<file path="src/rtl/fetch_pkg.sv">
// Shared types for the instruction fetch stage: FSM states, buffered entry
// layout and the word-alignment helper used for memory addresses.
package fetch_pkg;

  localparam int FETCH_ADDR_W    = 32;
  localparam int FETCH_DATA_W    = 32;
  localparam int FETCH_BUF_DEPTH = 2;

  typedef enum logic [1:0] {
    ISSUE = 2'd0,
    WAIT  = 2'd1,
    DRAIN = 2'd2
  } fetch_state_e;

  typedef struct packed {
    logic [FETCH_ADDR_W-1:0] pc;
    logic [FETCH_DATA_W-1:0] instr;
  } fetch_entry_t;

  function automatic logic [FETCH_ADDR_W-1:0] word_align(input logic [FETCH_ADDR_W-1:0] addr);
    return {addr[FETCH_ADDR_W-1:2], 2'b00};
  endfunction

endpackage

</file>
<file path="src/rtl/fetch_buffer.sv">
// Two-entry FIFO of fetched {pc, instr} pairs; clear wins over push and pop.
module fetch_buffer
  import fetch_pkg::*;
(
  input  logic         clk,
  input  logic         rst_n,
  input  logic         push,
  input  fetch_entry_t push_entry,
  input  logic         pop,
  input  logic         clear,
  output logic [1:0]   count,
  output logic         head_valid,
  output fetch_entry_t head_entry
);

  fetch_entry_t r_mem [0:FETCH_BUF_DEPTH-1];
  logic         r_rd_ptr;
  logic         r_wr_ptr;
  logic [1:0]   r_count;
  logic         w_do_push;
  logic         w_do_pop;

  assign w_do_pop   = pop & (r_count != 2'd0);
  // A push while full is only legal when the head leaves in the same cycle.
  assign w_do_push  = push & ((r_count < 2'(FETCH_BUF_DEPTH)) | w_do_pop);
  assign count      = r_count;
  assign head_valid = (r_count != 2'd0);
  assign head_entry = r_mem[r_rd_ptr];

  always_ff @(posedge clk or negedge rst_n) begin
    if (!rst_n) begin
      for (int i = 0; i < FETCH_BUF_DEPTH; i++) begin
        r_mem[i] <= '0;
      end
      r_rd_ptr <= 1'b0;
      r_wr_ptr <= 1'b0;
      r_count  <= 2'd0;
    end else if (clear) begin
      r_rd_ptr <= 1'b0;
      r_wr_ptr <= 1'b0;
      r_count  <= 2'd0;
    end else begin
      if (w_do_push) begin
        r_mem[r_wr_ptr] <= push_entry;
        r_wr_ptr        <= ~r_wr_ptr;
      end else begin
        r_wr_ptr <= r_wr_ptr;
      end
      if (w_do_pop) begin
        r_rd_ptr <= ~r_rd_ptr;
      end else begin
        r_rd_ptr <= r_rd_ptr;
      end
      case ({w_do_push, w_do_pop})
        2'b10:   r_count <= r_count + 2'd1;
        2'b01:   r_count <= r_count - 2'd1;
        default: r_count <= r_count;
      endcase
    end
  end

endmodule

</file>
<file path="src/rtl/instruction_fetch_unit.sv">
// Fetch stage: one outstanding imem read, 2-entry instruction buffer toward
// decode, PC hold for the next-PC mux and single-cycle flush on redirect.
module instruction_fetch_unit
  import fetch_pkg::*;
#(
  parameter int ADDR_W = FETCH_ADDR_W,
  parameter int DATA_W = FETCH_DATA_W
) (
  input  logic              clk,
  input  logic              reset,
  input  logic [ADDR_W-1:0] pcAddr,
  output logic              pcHold,
  input  logic              flush,
  output logic              imemReq,
  output logic [ADDR_W-1:0] imemAddr,
  input  logic              imemGnt,
  input  logic              imemRvalid,
  input  logic [DATA_W-1:0] imemRdata,
  output logic              instrValid,
  output logic [DATA_W-1:0] instrData,
  output logic [ADDR_W-1:0] instrPc,
  input  logic              instrReady
);

  fetch_state_e      r_state;
  logic [ADDR_W-1:0] r_pend_pc;

  logic [1:0]        w_count;
  logic              w_req;
  logic              w_grant;
  logic              w_push;
  logic              w_pop;
  logic              w_head_valid;
  fetch_entry_t      w_push_entry;
  fetch_entry_t      w_head;

  // Issuing only below full reserves a buffer slot for the response.
  assign w_req    = (r_state == ISSUE) & (w_count < 2'(FETCH_BUF_DEPTH)) & ~flush & reset;
  assign w_grant  = w_req & imemGnt;
  assign imemReq  = w_req;
  assign imemAddr = word_align(pcAddr);
  assign pcHold   = ~reset | (~flush & ~w_grant);

  assign w_push       = (r_state == WAIT) & imemRvalid & ~flush;
  assign w_pop        = w_head_valid & instrReady;
  assign w_push_entry = '{pc: r_pend_pc, instr: imemRdata};

  assign instrValid = w_head_valid;
  assign instrData  = w_head.instr;
  assign instrPc    = w_head.pc;

  // Request-tracking FSM; DRAIN swallows the response of a flushed request.
  always_ff @(posedge clk or negedge reset) begin
    if (!reset) begin
      r_state   <= ISSUE;
      r_pend_pc <= '0;
    end else begin
      case (r_state)
        ISSUE: begin
          if (w_grant) begin
            r_state   <= WAIT;
            r_pend_pc <= word_align(pcAddr);
          end else begin
            r_state <= ISSUE;
          end
        end
        WAIT: begin
          if (imemRvalid) begin
            r_state <= ISSUE;
          end else if (flush) begin
            r_state <= DRAIN;
          end else begin
            r_state <= WAIT;
          end
        end
        DRAIN: begin
          if (imemRvalid) begin
            r_state <= ISSUE;
          end else begin
            r_state <= DRAIN;
          end
        end
        default: r_state <= ISSUE;
      endcase
    end
  end

  fetch_buffer u_buf (
    .clk        (clk),
    .rst_n      (reset),
    .push       (w_push),
    .push_entry (w_push_entry),
    .pop        (w_pop),
    .clear      (flush),
    .count      (w_count),
    .head_valid (w_head_valid),
    .head_entry (w_head)
  );

endmodule

</file>
<file path="config.mk">
export PLATFORM = sky130hd
export DESIGN_NAME = instruction_fetch_unit
export DESIGN_NICKNAME = d
export VERILOG_FILES = /design/src/rtl/fetch_pkg.sv /design/src/rtl/fetch_buffer.sv /design/src/rtl/instruction_fetch_unit.sv
export SDC_FILE = /design/constraint.sdc
export NUM_CORES = 1
export LEC_CHECK = 0
export ABC_AREA = 1
export ABC_CLOCK_PERIOD_IN_PS = 2300
export CAP_MARGIN = 0
export CORE_UTILIZATION = 42
export CTS_CLUSTER_SIZE = 20
export DETAILED_ROUTE_END_ITERATION = 8
export PLACE_DENSITY_LB_ADDON = 0.05
export SLEW_MARGIN = 20
export SYNTH_ARGS = -nofsm -noshare
export SYNTH_HDL_FRONTEND = slang
export SYNTH_HIERARCHICAL = 1
export SYNTH_SLANG_ARGS = --single-unit
</file>
<file path="constraint.sdc">
create_clock -name clk -period 2.3 [get_ports clk]
set_clock_uncertainty 0.2 [all_clocks]
set_input_delay 0.23 -clock clk [delete_from_list [all_inputs] [get_ports clk]]
set_output_delay 0.23 -clock clk [all_outputs]
set_load 0.05 [all_outputs]
</file>
---- Word-level counts from Yosys, hierarchy flattened ----
Cells that the tools add are included.
Widths: inputs -> output; s select.
operators by class
  add/subtract/negate cells ............... 2
  multipliers ............................. 0
  divide/modulo/power cells ............... 0
  order comparisons ....................... 4
  equal/unequal tests ..................... 4
  shift-type cells ........................ 0
  mux-type cells .......................... 17
  bitwise operators ....................... 19
  reductions and logical operators ........ 8
operator list
  operator             number
  $mux 64              4
  $bwmux 128           1
  $demux 64 s1         1
  $and 1x1->1          10
  $mux 2               4
  $pmux 2 s3           1
  $reduce_bool 2->1    3
  $mux 1               5
  $not 1->1            5
  $eq 2x1->1 const B   2
  $eq 2x2->1 const B   2
  $ge 2x2->1 const B   2
  $not 1->2            2
  $pmux 2 s2           1
  $reduce_and 2->1     2
  $reduce_bool 3->1    1
  $add 2x1->2 const B  1
  $logic_not 2->1      1
  $lt 2x1->1 const B   1
  $lt 2x2->1 const B   1
  $or 1x1->1           2
  $sub 2x1->2 const B  1
  $logic_and 1x1->1    1
storage, ports and cells
  flip-flop bits (word level) ............. 164
  latch bits .............................. 0
  bits in writable memories ............... 0
  memory bits (read-only) ................. 0
  output and inout bits ................... 99
  memories ................................ 0

---- Longest topological paths before layout ----
Gate-level depths: netlist of run 1.
  depth in word-level cells ............... 8
  mapped depth ............................ 11
  gate-level depth less buffers ........... 10

---- Hierarchy ----
The synthesis of run 1 kept the hierarchy.
modules (own cells, without submodules)
  module                  times used  cells an instance  area each (µm²)  seq. area each (µm²)
  fetch_buffer            1           717                5794.3           3303.2
  instruction_fetch_unit  1           183                1585.3           800.8

---- Worst setup path before layout of run 1 ----
No wires, ideal clock.
  kind .................................... reg2reg
  from .................................... register u_buf.r_count[1], in the netlist u_buf/count[1]
  to ...................................... register u_buf/r_mem[10] (netlist bit)
  arrival ................................. 1.786 ns
  data required time ...................... 1.979 ns
  slack ................................... 0.193 ns
  stages on the path, launching flop included .. 12
  period minus slack after synthesis ...... 2.107 ns
  cell sequence ........................... dfrtp_1 -> inv_1 -> nand2_1 -> nand2_1 -> inv_1 -> inv_1 -> a21oi_4 -> nand3_2 -> buf_6 -> buf_2 -> nand2_1 -> o21ai_1
between the ends
  cells in the longest elaborated chain, start to end .. 6
  elaborated cells between the ends (all ways) .. 7
  those cells by class .................... order compare (1); bitwise (4); reduce/logical (2)
ends and longest elaborated chain
  what                               line                          text
  from (decl)                        fetch_buffer.sv:19            logic [1:0] r_count;
  from (signal assigned)             fetch_buffer.sv:55            2'b10: r_count <= r_count + 2'd1;
  from (signal assigned)             fetch_buffer.sv:56            2'b01: r_count <= r_count - 2'd1;
  from (signal assigned)             fetch_buffer.sv:57            default: r_count <= r_count;
  $reduce_bool 2->1                  fetch_buffer.sv:27            assign head_valid = (r_count != 2'd0);
  net instrValid                     instruction_fetch_unit.sv:19  output logic instrValid,
  $and 1x1->1                        instruction_fetch_unit.sv:45  assign w_pop = w_head_valid & instrReady;
  net w_pop                          instruction_fetch_unit.sv:32  logic w_pop;
  $and 1x1->1                        fetch_buffer.sv:23            assign w_do_pop = pop & (r_count != 2'd0);
  $or 1x1->1                         fetch_buffer.sv:25            assign w_do_push = push & ((r_count < 2'(FETCH_BUF_DEPTH)) | w_do_pop);
  $and 1x1->1                        fetch_buffer.sv:25
  $reduce_and 2->1 (no source line)  n/a
  to (signal, indexed assignment)    fetch_buffer.sv:44            r_mem[r_wr_ptr] <= push_entry;
  to (decl)                          fetch_buffer.sv:16            fetch_entry_t r_mem [0:FETCH_BUF_DEPTH-1];
The timed path passes the listed nets, and every way through them passes these cells.
A chain may end at the register's enable or synchronous reset.

---- Final worst setup path of run 1 ----
  from .................................... input port reset
  to ...................................... output port pcHold
between the ends
  cells in the longest elaborated chain, start to end .. 5
  elaborated cells between the ends (all ways) .. 6
  those cells by class .................... bitwise (6)
ends and longest elaborated chain
  what          line                          text
  from (decl)   instruction_fetch_unit.sv:10  input logic reset,
  $and 1x1->1   instruction_fetch_unit.sv:38  assign w_req = (r_state == ISSUE) & (w_count < 2'(FETCH_BUF_DEPTH)) & ~flush & reset;
  $and 1x1->1   instruction_fetch_unit.sv:39  assign w_grant = w_req & imemGnt;
  $not 1->1     instruction_fetch_unit.sv:42  assign pcHold = ~reset | (~flush & ~w_grant);
  $and 1x1->1   instruction_fetch_unit.sv:42
  $or 1x1->1 *  instruction_fetch_unit.sv:42
  to (decl)     instruction_fetch_unit.sv:12  output logic pcHold,
Every way passes the cells marked *; elsewhere a longest branch is shown, timed or not.

==> results of run 1 <==
path summary, 6_finish.rpt:
path	from	endpoint	slack, ps	cells past startpoint
max in group asynchronous	reset	u_buf/r_mem[38]	1030	3
max reg2reg	u_buf/count[1]	u_buf/r_mem[45]	340	10
min	imemRdata[24]	u_buf/r_mem[24]	180	3
min reg2reg	r_pend_pc[10]	r_pend_pc[10]	280	2
max	reset	pcHold	190	5
min in group asynchronous	reset	r_pend_pc[31]	310	3
critical path: stages:
cell	delay, ps
dlygate4sd3_1	580
buf_6	140
buf_4	400
nand2_1	110
buf_4	210
per-layer routing:
layer | global-route usage, % | wire [µm] | vias to the layer above
met1 | 26.1 | 7730 | 2637
met4 | 6.12 | 187 | 0
li1 | - | - | 2988
met2 | 30.5 | 7460 | 147
met5 | 0 | 0 | -
met3 | 4.35 | 788 | 11
power groups by stage:
stage	Combinational [mW]	Sequential [mW]	Clock (mW)
final	5.94	4.00	2.82
after global routing	6.35	4.12	2.99
after CTS	6.02	4.00	2.90
after detailed placement	6.00	4.05	0
after global placement	5.98	4.02	0
after floorplan	3.26	3.96	0
cells by family after synthesis:
family                 after synthesis  synth area share (%)
and+or+nand+nor                    442                  23.6
DFF                                164                  55.6
buffers and inverters              159                  11.5
AOI/OAI and AO/OA                  134                  9.27
other                                1                0.0508
what timing repair did:
action / CTS / global route
hold endpoints to repair: 164 / 0
hold buffers: 1 / 0
setup endpoints to repair: 0 / 0
through the flow:
step	total power [mW]	utilization (%)
after floorplan	7.21	-
after global placement	10.0	55.5
after detailed placement	10.0	55.5
after CTS	12.9	59.0
after global routing	13.5	59.0
final	12.8	59.0
flip-flops by register name, indices dropped and copies added, names as in the netlist:
| signal | cells |
|---|---|
| u_buf/count | 2 |
| u_buf/r_rd_ptr | 1 |
| r_pend_pc | 30 |
| u_buf/r_mem | 128 |
| r_state | 2 |
| u_buf/r_wr_ptr | 1 |
final cells by class:
cell class | instances | area share (%)
Clock buffer | 25 | 5.17
Sequential cell | 164 | 40.4
Tap cell | 225 | 2.77
Multi-Input combinational cell | 580 | 24.1
Timing Repair Buffer | 180 | 24.1
Inverter | 76 | 2.80
Clock inverter | 3 | 0.664
cells in the mapped netlist:
master,n
a211oi_1,1
a21oi_1,1
a21oi_4,1
buf_1,7
buf_2,24
buf_4,33
buf_6,13
clkbuf_1,6
conb_1,1
dfrtp_1,164
inv_1,75
inv_2,1
nand2_1,397
nand2_2,2
nand3_1,33
nand3_2,1
nand4_1,2
nand4_2,1
nor2_1,2
nor2_2,2
nor2_4,1
nor3_1,1
o21ai_0,12
o21ai_1,119
==> run_results.csv, run 1 <==
group,metric,value,unit
critical_path,cp-end-kind,"output port",
finish,post-route-cell-area,10200,µm²
floorplanning,coreArea,17200,µm²
grt,antenna_found_initial,0,
cts,clk_pin_slew,60,ps
routing,drc,0,
synthesis,yosysTopAreaCell,"dfrtp_1",
cts,cts.repair.resized,0,
critical_path,critPathKind,"input pin to output port",
power,internal_power,7.94,mW
cts,cts_sinks,164,
power,switching_share,37.8,%
grt,grt-ovfl-total,0,
synthesis,synth_cell_types,24,
timing,period_needed,2110,ps
timing,tightest_slew,688,ps
power,ir_drop,0.774,mV
timing,fin_ws,187,ps
floorplanning,dieArea,18100,µm²
finish,drive_gt1_share,13.4,%
grt,grt_pass1_vias,5483,
grt,grt_pass1_wl,27.1,mm
finish,final_common_cell,"nand2_1",
finish,fillers,1559,
finish,areaGrowthSynthToFinish,37.8,%
cts,cts_tree,"done",
routing,vias,5783,
routing,drt-initial-drc-count,326,
synthesis,ys_warn_count,6,
run_status,status,"complete, no violations",
placement,io_buffers,164,
routing,wl_per_cell,12.9,µm
finish,regArea,4110,µm²
synthesis,synth_seq_cells,164,
finish,stdcell_count,1253,
routing,viasPerCell,4.62,
synthesis,syn-cell-area,7380,µm²
cts,cts_max_level,4,
synthesis,synth_area_leaders,"dfrtp_1, nand2_1, o21ai_1",
grt,grt_max_degree,130,
finish,nets,1089,
routing,antenna_left,0,
power,p_seq_share,31.3,%
timing,holdWs,184,ps
critical_path,path_max_fanout,36,
timing,fmax,473,MHz
placement,place.detailed.hpwl,10.1,mm
cts,cts_root_buffer,"clkbuf_16",
finish,antenna_cells,0,
floorplanning,initial_utilization,42.8,%
job,max-cap-violations,0,
synthesis,yosysTopAreaCellShare,55.6,%
cts,postCtsSetupBuffers,0,
power,clock_power_share,22.1,%
floorplanning,ios,169,
synthesis,synthCells,900,
critical_path,cp_data_arrival_time,1680,ps
floorplanning,dieHeight,135,µm
placement,place_inst,1224,
timing,slew_violations,0,
power,p_per_area,1260,nW/µm²
timing,rsz0062_at_grt,"false",
finish,mostFrequentLayoutCells,"nand2_1, dfrtp_1, o21ai_1",
power,p_comb_share,46.6,%
timing,finalHoldViolCount,0,
timing,fin_setup_tns,0,ps
cts,cts_buffers,17,
synthesis,syn_area_per_cell,8.20,µm²
power,leakage,5.10,nW
floorplanning,rows,48,
placement,placed_area,9570,µm²
critical_path,cp-start-kind,"input pin",
synthesis,seq_area_frac_synth,55.6,%
grt,grt_usage,19.2,%
placement,post-place-ws,187,ps
timing,setup_viol,0,
power,p_sw,4.83,mW
floorplanning,fp.dieW,135,µm
timing,fin_crit_sh,91.9,%
hold_path,hold_class,"input pin to flip-flop",
placement,gp_congestion,0.731,
critical_path,required,1870,ps
routing,drt-total-wl,16.2,mm
cts,clock_latency,410,ps
finish,multi_input_area,2450,µm²
timing,slew_headroom,54.1,%
routing,dr.pass1.iters,5,
cts,cts_buffer_depth,2,
Note: power is estimated with default switching activity, not from simulation.
==> inputs of run 2 (changes only) <==
--- a/config.mk
+++ b/config.mk
@@ -6,10 +6,8 @@
 export NUM_CORES = 1
 export LEC_CHECK = 0
 export ABC_AREA = 1
-export ABC_CLOCK_PERIOD_IN_PS = 2300
 export CAP_MARGIN = 0
 export CORE_UTILIZATION = 42
-export CTS_CLUSTER_SIZE = 20
 export DETAILED_ROUTE_END_ITERATION = 8
 export PLACE_DENSITY_LB_ADDON = 0.05
 export SLEW_MARGIN = 20
==> results of run 2 <==
No change in the layout: final DEF, timing and power equal those of run 1.
